$ cat src/rtl/load_store_unit_if.sv
// Bus bundle between the core/data-memory side and the load/store unit.
// The slave modport is the load/store unit; the master modport is the
// environment that drives requests and models the data memory.
interface load_store_unit_if;
    logic        req_valid;
    logic        req_read;
    logic        req_write;
    logic [2:0]  funct3;
    logic [31:0] addr;
    logic [31:0] wdata;
    logic        stall;
    logic [31:0] load_data;
    logic        load_valid;
    logic        access_err;
    logic        mem_read;
    logic        mem_write;
    logic [31:0] mem_address;
    logic [31:0] mem_write_data;
    logic [31:0] mem_read_data;

    modport slave (
        input  req_valid, req_read, req_write, funct3, addr, wdata, mem_read_data,
        output stall, load_data, load_valid, access_err,
        output mem_read, mem_write, mem_address, mem_write_data
    );

    modport master (
        output req_valid, req_read, req_write, funct3, addr, wdata, mem_read_data,
        input  stall, load_data, load_valid, access_err,
        input  mem_read, mem_write, mem_address, mem_write_data
    );
endinterface

$ cat src/rtl/load_store_unit.sv
// Load/store unit: turns byte-addressed RISC-V loads and stores into
// word accesses on a registered-read data memory. Sub-word stores use
// read-modify-write; loads are lane-selected and sign/zero extended.
module load_store_unit #(
    parameter int MEM_WORDS = 64
) (
    input  logic              clk,
    input  logic              reset,
    load_store_unit_if.slave  bus
);

    typedef enum logic [2:0] {
        IDLE      = 3'd0,
        LOAD_WAIT = 3'd1,
        LOAD_RESP = 3'd2,
        RMW_WAIT  = 3'd3,
        RMW_WRITE = 3'd4
    } state_t;

    localparam logic [29:0] MEM_LIMIT = 30'(MEM_WORDS);

    state_t      state_r;
    state_t      next_state_s;
    logic [31:0] addr_r;
    logic [2:0]  funct3_r;
    logic [31:0] wdata_r;
    logic [31:0] merged_r;
    logic [31:0] load_data_r;

    logic        req_bad_s;
    logic        accept_s;
    logic        stall_s;
    logic        load_valid_s;
    logic        access_err_s;
    logic        mem_read_s;
    logic        mem_write_s;
    logic [31:0] mem_address_s;
    logic [31:0] mem_write_data_s;

    // Pick the addressed byte/halfword out of a memory word and extend it.
    function automatic logic [31:0] format_load(input logic [31:0] word,
                                                input logic [1:0]  lane,
                                                input logic [2:0]  f3);
        logic [7:0]  byte_v;
        logic [15:0] half_v;
        logic [31:0] result;
        byte_v = word[{lane, 3'b000} +: 8];
        half_v = lane[1] ? word[31:16] : word[15:0];
        case (f3)
            3'b000:  result = {{24{byte_v[7]}}, byte_v};
            3'b001:  result = {{16{half_v[15]}}, half_v};
            3'b010:  result = word;
            3'b100:  result = {24'd0, byte_v};
            3'b101:  result = {16'd0, half_v};
            default: result = 32'd0;
        endcase
        return result;
    endfunction

    // Replace the addressed byte (SB) or halfword (SH) of the old word.
    function automatic logic [31:0] merge_store(input logic [31:0] old_word,
                                                input logic [1:0]  lane,
                                                input logic [2:0]  f3,
                                                input logic [31:0] data);
        logic [31:0] result;
        result = old_word;
        if (f3 == 3'b000) begin
            result[{lane, 3'b000} +: 8] = data[7:0];
        end else begin
            result[{lane[1], 4'b0000} +: 16] = data[15:0];
        end
        return result;
    endfunction

    // Request legality: encoding, alignment and word-index range.
    always_comb begin
        req_bad_s = 1'b0;
        if (bus.req_read && bus.req_write) begin
            req_bad_s = 1'b1;
        end else if (bus.req_read || bus.req_write) begin
            if (bus.req_read && (bus.funct3 == 3'b011 || bus.funct3 == 3'b110 ||
                                 bus.funct3 == 3'b111)) begin
                req_bad_s = 1'b1;
            end else if (bus.req_write && bus.funct3 >= 3'b011) begin
                req_bad_s = 1'b1;
            end else if (bus.funct3[1:0] == 2'b01 && bus.addr[0]) begin
                req_bad_s = 1'b1;
            end else if (bus.funct3[1:0] == 2'b10 && bus.addr[1:0] != 2'b00) begin
                req_bad_s = 1'b1;
            end else if (bus.addr[31:2] >= MEM_LIMIT) begin
                req_bad_s = 1'b1;
            end else begin
                req_bad_s = 1'b0;
            end
        end else begin
            req_bad_s = 1'b0;
        end
    end

    // Next-state and memory/core control outputs.
    always_comb begin
        next_state_s     = state_r;
        accept_s         = 1'b0;
        stall_s          = 1'b0;
        load_valid_s     = 1'b0;
        access_err_s     = 1'b0;
        mem_read_s       = 1'b0;
        mem_write_s      = 1'b0;
        mem_address_s    = 32'd0;
        mem_write_data_s = 32'd0;
        case (state_r)
            IDLE: begin
                if (!bus.req_valid) begin
                    next_state_s = IDLE;
                end else if (req_bad_s) begin
                    access_err_s = 1'b1;
                end else if (bus.req_read) begin
                    mem_read_s    = 1'b1;
                    stall_s       = 1'b1;
                    mem_address_s = {2'b00, bus.addr[31:2]};
                    accept_s      = 1'b1;
                    next_state_s  = LOAD_WAIT;
                end else if (bus.req_write && bus.funct3 == 3'b010) begin
                    mem_write_s      = 1'b1;
                    mem_address_s    = {2'b00, bus.addr[31:2]};
                    mem_write_data_s = bus.wdata;
                end else if (bus.req_write) begin
                    mem_read_s    = 1'b1;
                    stall_s       = 1'b1;
                    mem_address_s = {2'b00, bus.addr[31:2]};
                    accept_s      = 1'b1;
                    next_state_s  = RMW_WAIT;
                end else begin
                    next_state_s = IDLE;
                end
            end
            LOAD_WAIT: begin
                stall_s       = 1'b1;
                mem_address_s = {2'b00, addr_r[31:2]};
                next_state_s  = LOAD_RESP;
            end
            LOAD_RESP: begin
                load_valid_s = 1'b1;
                next_state_s = IDLE;
            end
            RMW_WAIT: begin
                stall_s       = 1'b1;
                mem_address_s = {2'b00, addr_r[31:2]};
                next_state_s  = RMW_WRITE;
            end
            RMW_WRITE: begin
                mem_write_s      = 1'b1;
                mem_address_s    = {2'b00, addr_r[31:2]};
                mem_write_data_s = merged_r;
                next_state_s     = IDLE;
            end
            default: begin
                next_state_s = IDLE;
            end
        endcase
    end

    // State register; reset abandons any access in flight.
    always_ff @(posedge clk) begin
        if (reset) begin
            state_r <= IDLE;
        end else begin
            state_r <= next_state_s;
        end
    end

    // Request latch, RMW merge and formatted load result.
    always_ff @(posedge clk) begin
        if (reset) begin
            addr_r      <= 32'd0;
            funct3_r    <= 3'd0;
            wdata_r     <= 32'd0;
            merged_r    <= 32'd0;
            load_data_r <= 32'd0;
        end else begin
            if (accept_s) begin
                addr_r   <= bus.addr;
                funct3_r <= bus.funct3;
                wdata_r  <= bus.wdata;
            end
            if (state_r == LOAD_WAIT) begin
                load_data_r <= format_load(bus.mem_read_data, addr_r[1:0], funct3_r);
            end
            if (state_r == RMW_WAIT) begin
                merged_r <= merge_store(bus.mem_read_data, addr_r[1:0], funct3_r, wdata_r);
            end
        end
    end

    assign bus.stall          = stall_s;
    assign bus.load_data      = load_data_r;
    assign bus.load_valid     = load_valid_s;
    assign bus.access_err     = access_err_s;
    assign bus.mem_read       = mem_read_s;
    assign bus.mem_write      = mem_write_s;
    assign bus.mem_address    = mem_address_s;
    assign bus.mem_write_data = mem_write_data_s;

endmodule

$ cat src/flat_wrapper.sv
// flat-port wrapper written by rule: the top's interface ports become plain ports
module load_store_unit_flat 
#(
    parameter int MEM_WORDS = 64
)
  (clk, reset, bus_req_valid, bus_req_read, bus_req_write, bus_funct3, bus_addr, bus_wdata, bus_mem_read_data, bus_stall, bus_load_data, bus_load_valid, bus_access_err, bus_mem_read, bus_mem_write, bus_mem_address, bus_mem_write_data);
  load_store_unit_if bus_i ();
  input  logic clk;
  input  logic reset;
  input wire logic [$bits(bus_i.req_valid)-1:0] bus_req_valid;
  input wire logic [$bits(bus_i.req_read)-1:0] bus_req_read;
  input wire logic [$bits(bus_i.req_write)-1:0] bus_req_write;
  input wire logic [$bits(bus_i.funct3)-1:0] bus_funct3;
  input wire logic [$bits(bus_i.addr)-1:0] bus_addr;
  input wire logic [$bits(bus_i.wdata)-1:0] bus_wdata;
  input wire logic [$bits(bus_i.mem_read_data)-1:0] bus_mem_read_data;
  output wire logic [$bits(bus_i.stall)-1:0] bus_stall;
  output wire logic [$bits(bus_i.load_data)-1:0] bus_load_data;
  output wire logic [$bits(bus_i.load_valid)-1:0] bus_load_valid;
  output wire logic [$bits(bus_i.access_err)-1:0] bus_access_err;
  output wire logic [$bits(bus_i.mem_read)-1:0] bus_mem_read;
  output wire logic [$bits(bus_i.mem_write)-1:0] bus_mem_write;
  output wire logic [$bits(bus_i.mem_address)-1:0] bus_mem_address;
  output wire logic [$bits(bus_i.mem_write_data)-1:0] bus_mem_write_data;
  assign bus_i.req_valid = bus_req_valid;
  assign bus_i.req_read = bus_req_read;
  assign bus_i.req_write = bus_req_write;
  assign bus_i.funct3 = bus_funct3;
  assign bus_i.addr = bus_addr;
  assign bus_i.wdata = bus_wdata;
  assign bus_i.mem_read_data = bus_mem_read_data;
  assign bus_stall = bus_i.stall;
  assign bus_load_data = bus_i.load_data;
  assign bus_load_valid = bus_i.load_valid;
  assign bus_access_err = bus_i.access_err;
  assign bus_mem_read = bus_i.mem_read;
  assign bus_mem_write = bus_i.mem_write;
  assign bus_mem_address = bus_i.mem_address;
  assign bus_mem_write_data = bus_i.mem_write_data;
  load_store_unit #(.MEM_WORDS(MEM_WORDS)) u_core (.clk(clk), .reset(reset), .bus(bus_i));
endmodule
$ cat config.mk
export PLATFORM = sky130hd
export DESIGN_NAME = load_store_unit_flat
export DESIGN_NICKNAME = d
export VERILOG_FILES = /design/src/rtl/load_store_unit_if.sv /design/src/rtl/load_store_unit.sv /design/src/flat_wrapper.sv
export SDC_FILE = /design/constraint.sdc
export NUM_CORES = 1
export LEC_CHECK = 0
export CORE_MARGIN = 2
export CORE_UTILIZATION = 49
export DETAILED_ROUTE_END_ITERATION = 8
export GPL_TIMING_DRIVEN = 0
export PLACE_DENSITY_LB_ADDON = 0.25
export SYNTH_ARGS = -nofsm -noshare
export SYNTH_HDL_FRONTEND = slang
export SYNTH_SLANG_ARGS = --single-unit
$ cat constraint.sdc
create_clock -name clk -period 5.45 [get_ports clk]
set_input_delay 1.09 -clock clk [delete_from_list [all_inputs] [get_ports clk]]
set_output_delay 1.09 -clock clk [all_outputs]
set_load 0.05 [all_outputs]
==> results.cfg <==
[placement]
dp_hpwl_mm = 16.6
globalplace.congestion = 0.917
place_area_um2 = 7910
dp.cells = 985
portBuffers = 201

[sta]
timing.slew.headroom = 0.301
worstMarginPinSlew_ps = 1040
hold_viol = 0
fin_crit_ps = 5240
rsz0062_at_grt = no
drv_slew = 0
max_freq_ghz = 0.191
tns_ps = 0
setup_viol = 0
timing.hold.ws_ps = 457
fin_crit_sh = 0.962
clock_skew_ps = 8.67

[grt]
grt_overflow = 0
antenna_found_initial = 0
grt_max_degree = 17
grt_usage = 0.341
grt_pass1_vias = 6188
grt_pass1_wl_mm = 33.3

[clock_network]
cts-hold-fix-buffers = 0
cts_buffers = 17
clk_pin_slew_ps = 50
insertion_delay_ps = 420
cts_setup_buffers = 0
h-tree-depth = 4
cts_resized = 0
cts_tree = yes
cts_sinks = 118
clock_tree.root_cell = clkbuf_16
clockBufferDepth = 2

[yosys]
yosysSeqAreaShare = 0.414
syn_area_per_cell_um2 = 8.92
synthSimpleGateAreaFrac = 0.210
synthTopCellsByArea = dfxtp_1 41%, a22o_1 5.8%, a221oi_1 4.9%
yosys.area.top_type_share = 0.414
synth_top_family_by_area = compound AO/OA/AOI/OAI gates
yosysMostFrequentCell = dfxtp_1
ys_seq_elements = 118
netlist_area_um2 = 5710
syn_inst = 640
ys_warn_count = 0
ys_types = 52
synth_edf_count = 0
synth.area.mux_share = 0.00570
synth-adder-area-share = 0.0110
synth_flop_cell = dfxtp_1
synth_xor_area_frac = 0.00153
synth_compound_area_frac = 0.294
synth_top_area_cell = dfxtp_1
synthArstFlopShare = 0
ys_top_cells_by_count = 118 x dfxtp_1, 48 x a21oi_1, 45 x nor2_1

[detailed_routing]
viasPerCell = 6.27
vias = 6379
firstDrtPassIters = 5
antenna_left = 0
drt-total-wl_mm = 21.8
wl_per_cell_um = 21.4
initialDrtViolationCount = 721
drc = 0

[cells_and_area]
area_growth_pct = 48.7
n_antenna_cell = 0
postLayoutCellArea_um2 = 8490
layout.nets = 970
instances_no_fill = 1017
fillCellCount = 828
drive_above_1_share = 0.0870

[die]
rows = 39
die_h_um = 112
dieArea_um2 = 12500
io_pins = 205
die_x_um = 112
start_util = 0.500
coreArea_um2 = 11400

[setup_path]
r2r_start = u_core.addr_r[1]
end_kind = primary output
arrival_ps = 4150
path_class = primary input to primary output
r2r_slack_ps = 2350
r2r-end = u_core.merged_r[31]
critPathMaxFanout = 10
crit_required_ps = 4360
cp-start-kind = primary input
rr_worst_depth = 9

[run]
drv_cap = 0

[worst_hold_path]
min_path_type = flip-flop to flip-flop
holdCritStartpoint = u_core.bus.load_data[8]
whs_endpoint = u_core.bus.load_data[8]
holdPathStages = 1

[power]
p_leak_uw = 0.00301
ir_drop_v = 0.000239
p_per_area_nw_per_um2 = 249

[status]
status = finished clean
## registers in the layout, indices dropped and copies added (netlist names)
register / cells
u_core.addr_r: 32
u_core.bus.load_data: 32
u_core.funct3_r: 3
u_core.merged_r: 32
u_core.state_r: 3
u_core.wdata_r: 16
## critical path, stage by stage
cell and delay, ps:
clkdlybuf4s50_1 600, inv_2 60, or4_4 510, buf_6 160, nor3_4 170, and3_1 250
buf_6 170, buf_8 150, a22o_1 160, clkdlybuf4s50_1 840
## area by class of cell
class	count	area, um2	area share
sequential	118	2360	0.278
tap	143	179	0.0211
multi-input combinational	455	2990	0.352
timing repair buffer	201	2010	0.237
inverter	6	22.5	0.00265
clock inverter	15	160	0.0189
buffer	62	338	0.0398
clock buffer	17	425	0.0501
## cell families (layout without fill, tap and decap cells)
group,count (synthesis),in the layout
AOI/OAI and AO/OA,236,236
xor gates and xnor gates,1,1
adders and majority gates,5,5
buffers and inverters,68,301
DFF,118,118
muxes,2,2
other,1,2
and+or+nand+nor,209,209
## per-layer routing
layer | wire, um | GRT usage | up-vias
li1 | - | - | 2882
met1 | 8880 | 0.443 | 3041
met2 | 10400 | 0.561 | 383
met3 | 1810 | 0.0735 | 73
met4 | 705 | 0.127 | 0
met5 | 0 | 0 | -
## placed cells by master (no fill, tap or decap), drive strengths merged, types with 2 or more instances in the layout
cell type	n
a22oi	15
nand2b	2
a41o	2
clkdlybuf4s50	201
nand3	4
a21o	9
a221o	16
a22o	38
buf	21
dfxtp	118
nor3b	27
a211oi	19
and3	4
nand2	40
nand4	25
o21a	2
clkbuf	58
conb	2
nor4	6
nor3	20
clkinvlp	2
or4	3
inv	13
a211o	2
clkinv	5
and2	26
ha	5
or2	2
a21oi	50
nor2	45
a31oi	8
o21ai	42
a221oi	32
## worst max-delay path by stage
stage / end / start / slack (ps)
global route: bus_mem_write_data[12] / bus_funct3[1] / 140
finish: bus_mem_write_data[11] / bus_funct3[1] / 210
floorplan: bus_mem_read / bus_addr[16] / 1440
detailed placement: bus_mem_write_data[12] / bus_funct3[1] / 240
CTS: bus_mem_write_data[13] / bus_funct3[1] / 230
global placement: bus_mem_write_data[11] / bus_funct3[1] / 260
## power by group
| group | internal [uW] | switching (uW) |
|---|---|---|
| Sequential | 863 | 0.230 |
| Combinational | 74.2 | 65.3 |
| Clock | 646 | 462 |
| Total | 1580 | 528 |
## per-stage QoR
step	total power, uW	setup WS (ps)	util
finish	2110	209	0.744
global route	2160	138	0.744
CTS	2110	234	0.744
detailed placement	1020	243	0.692
global placement	1020	260	0.692
floorplan	913	1440	-
Note: power is estimated with default switching activity, not from simulation.
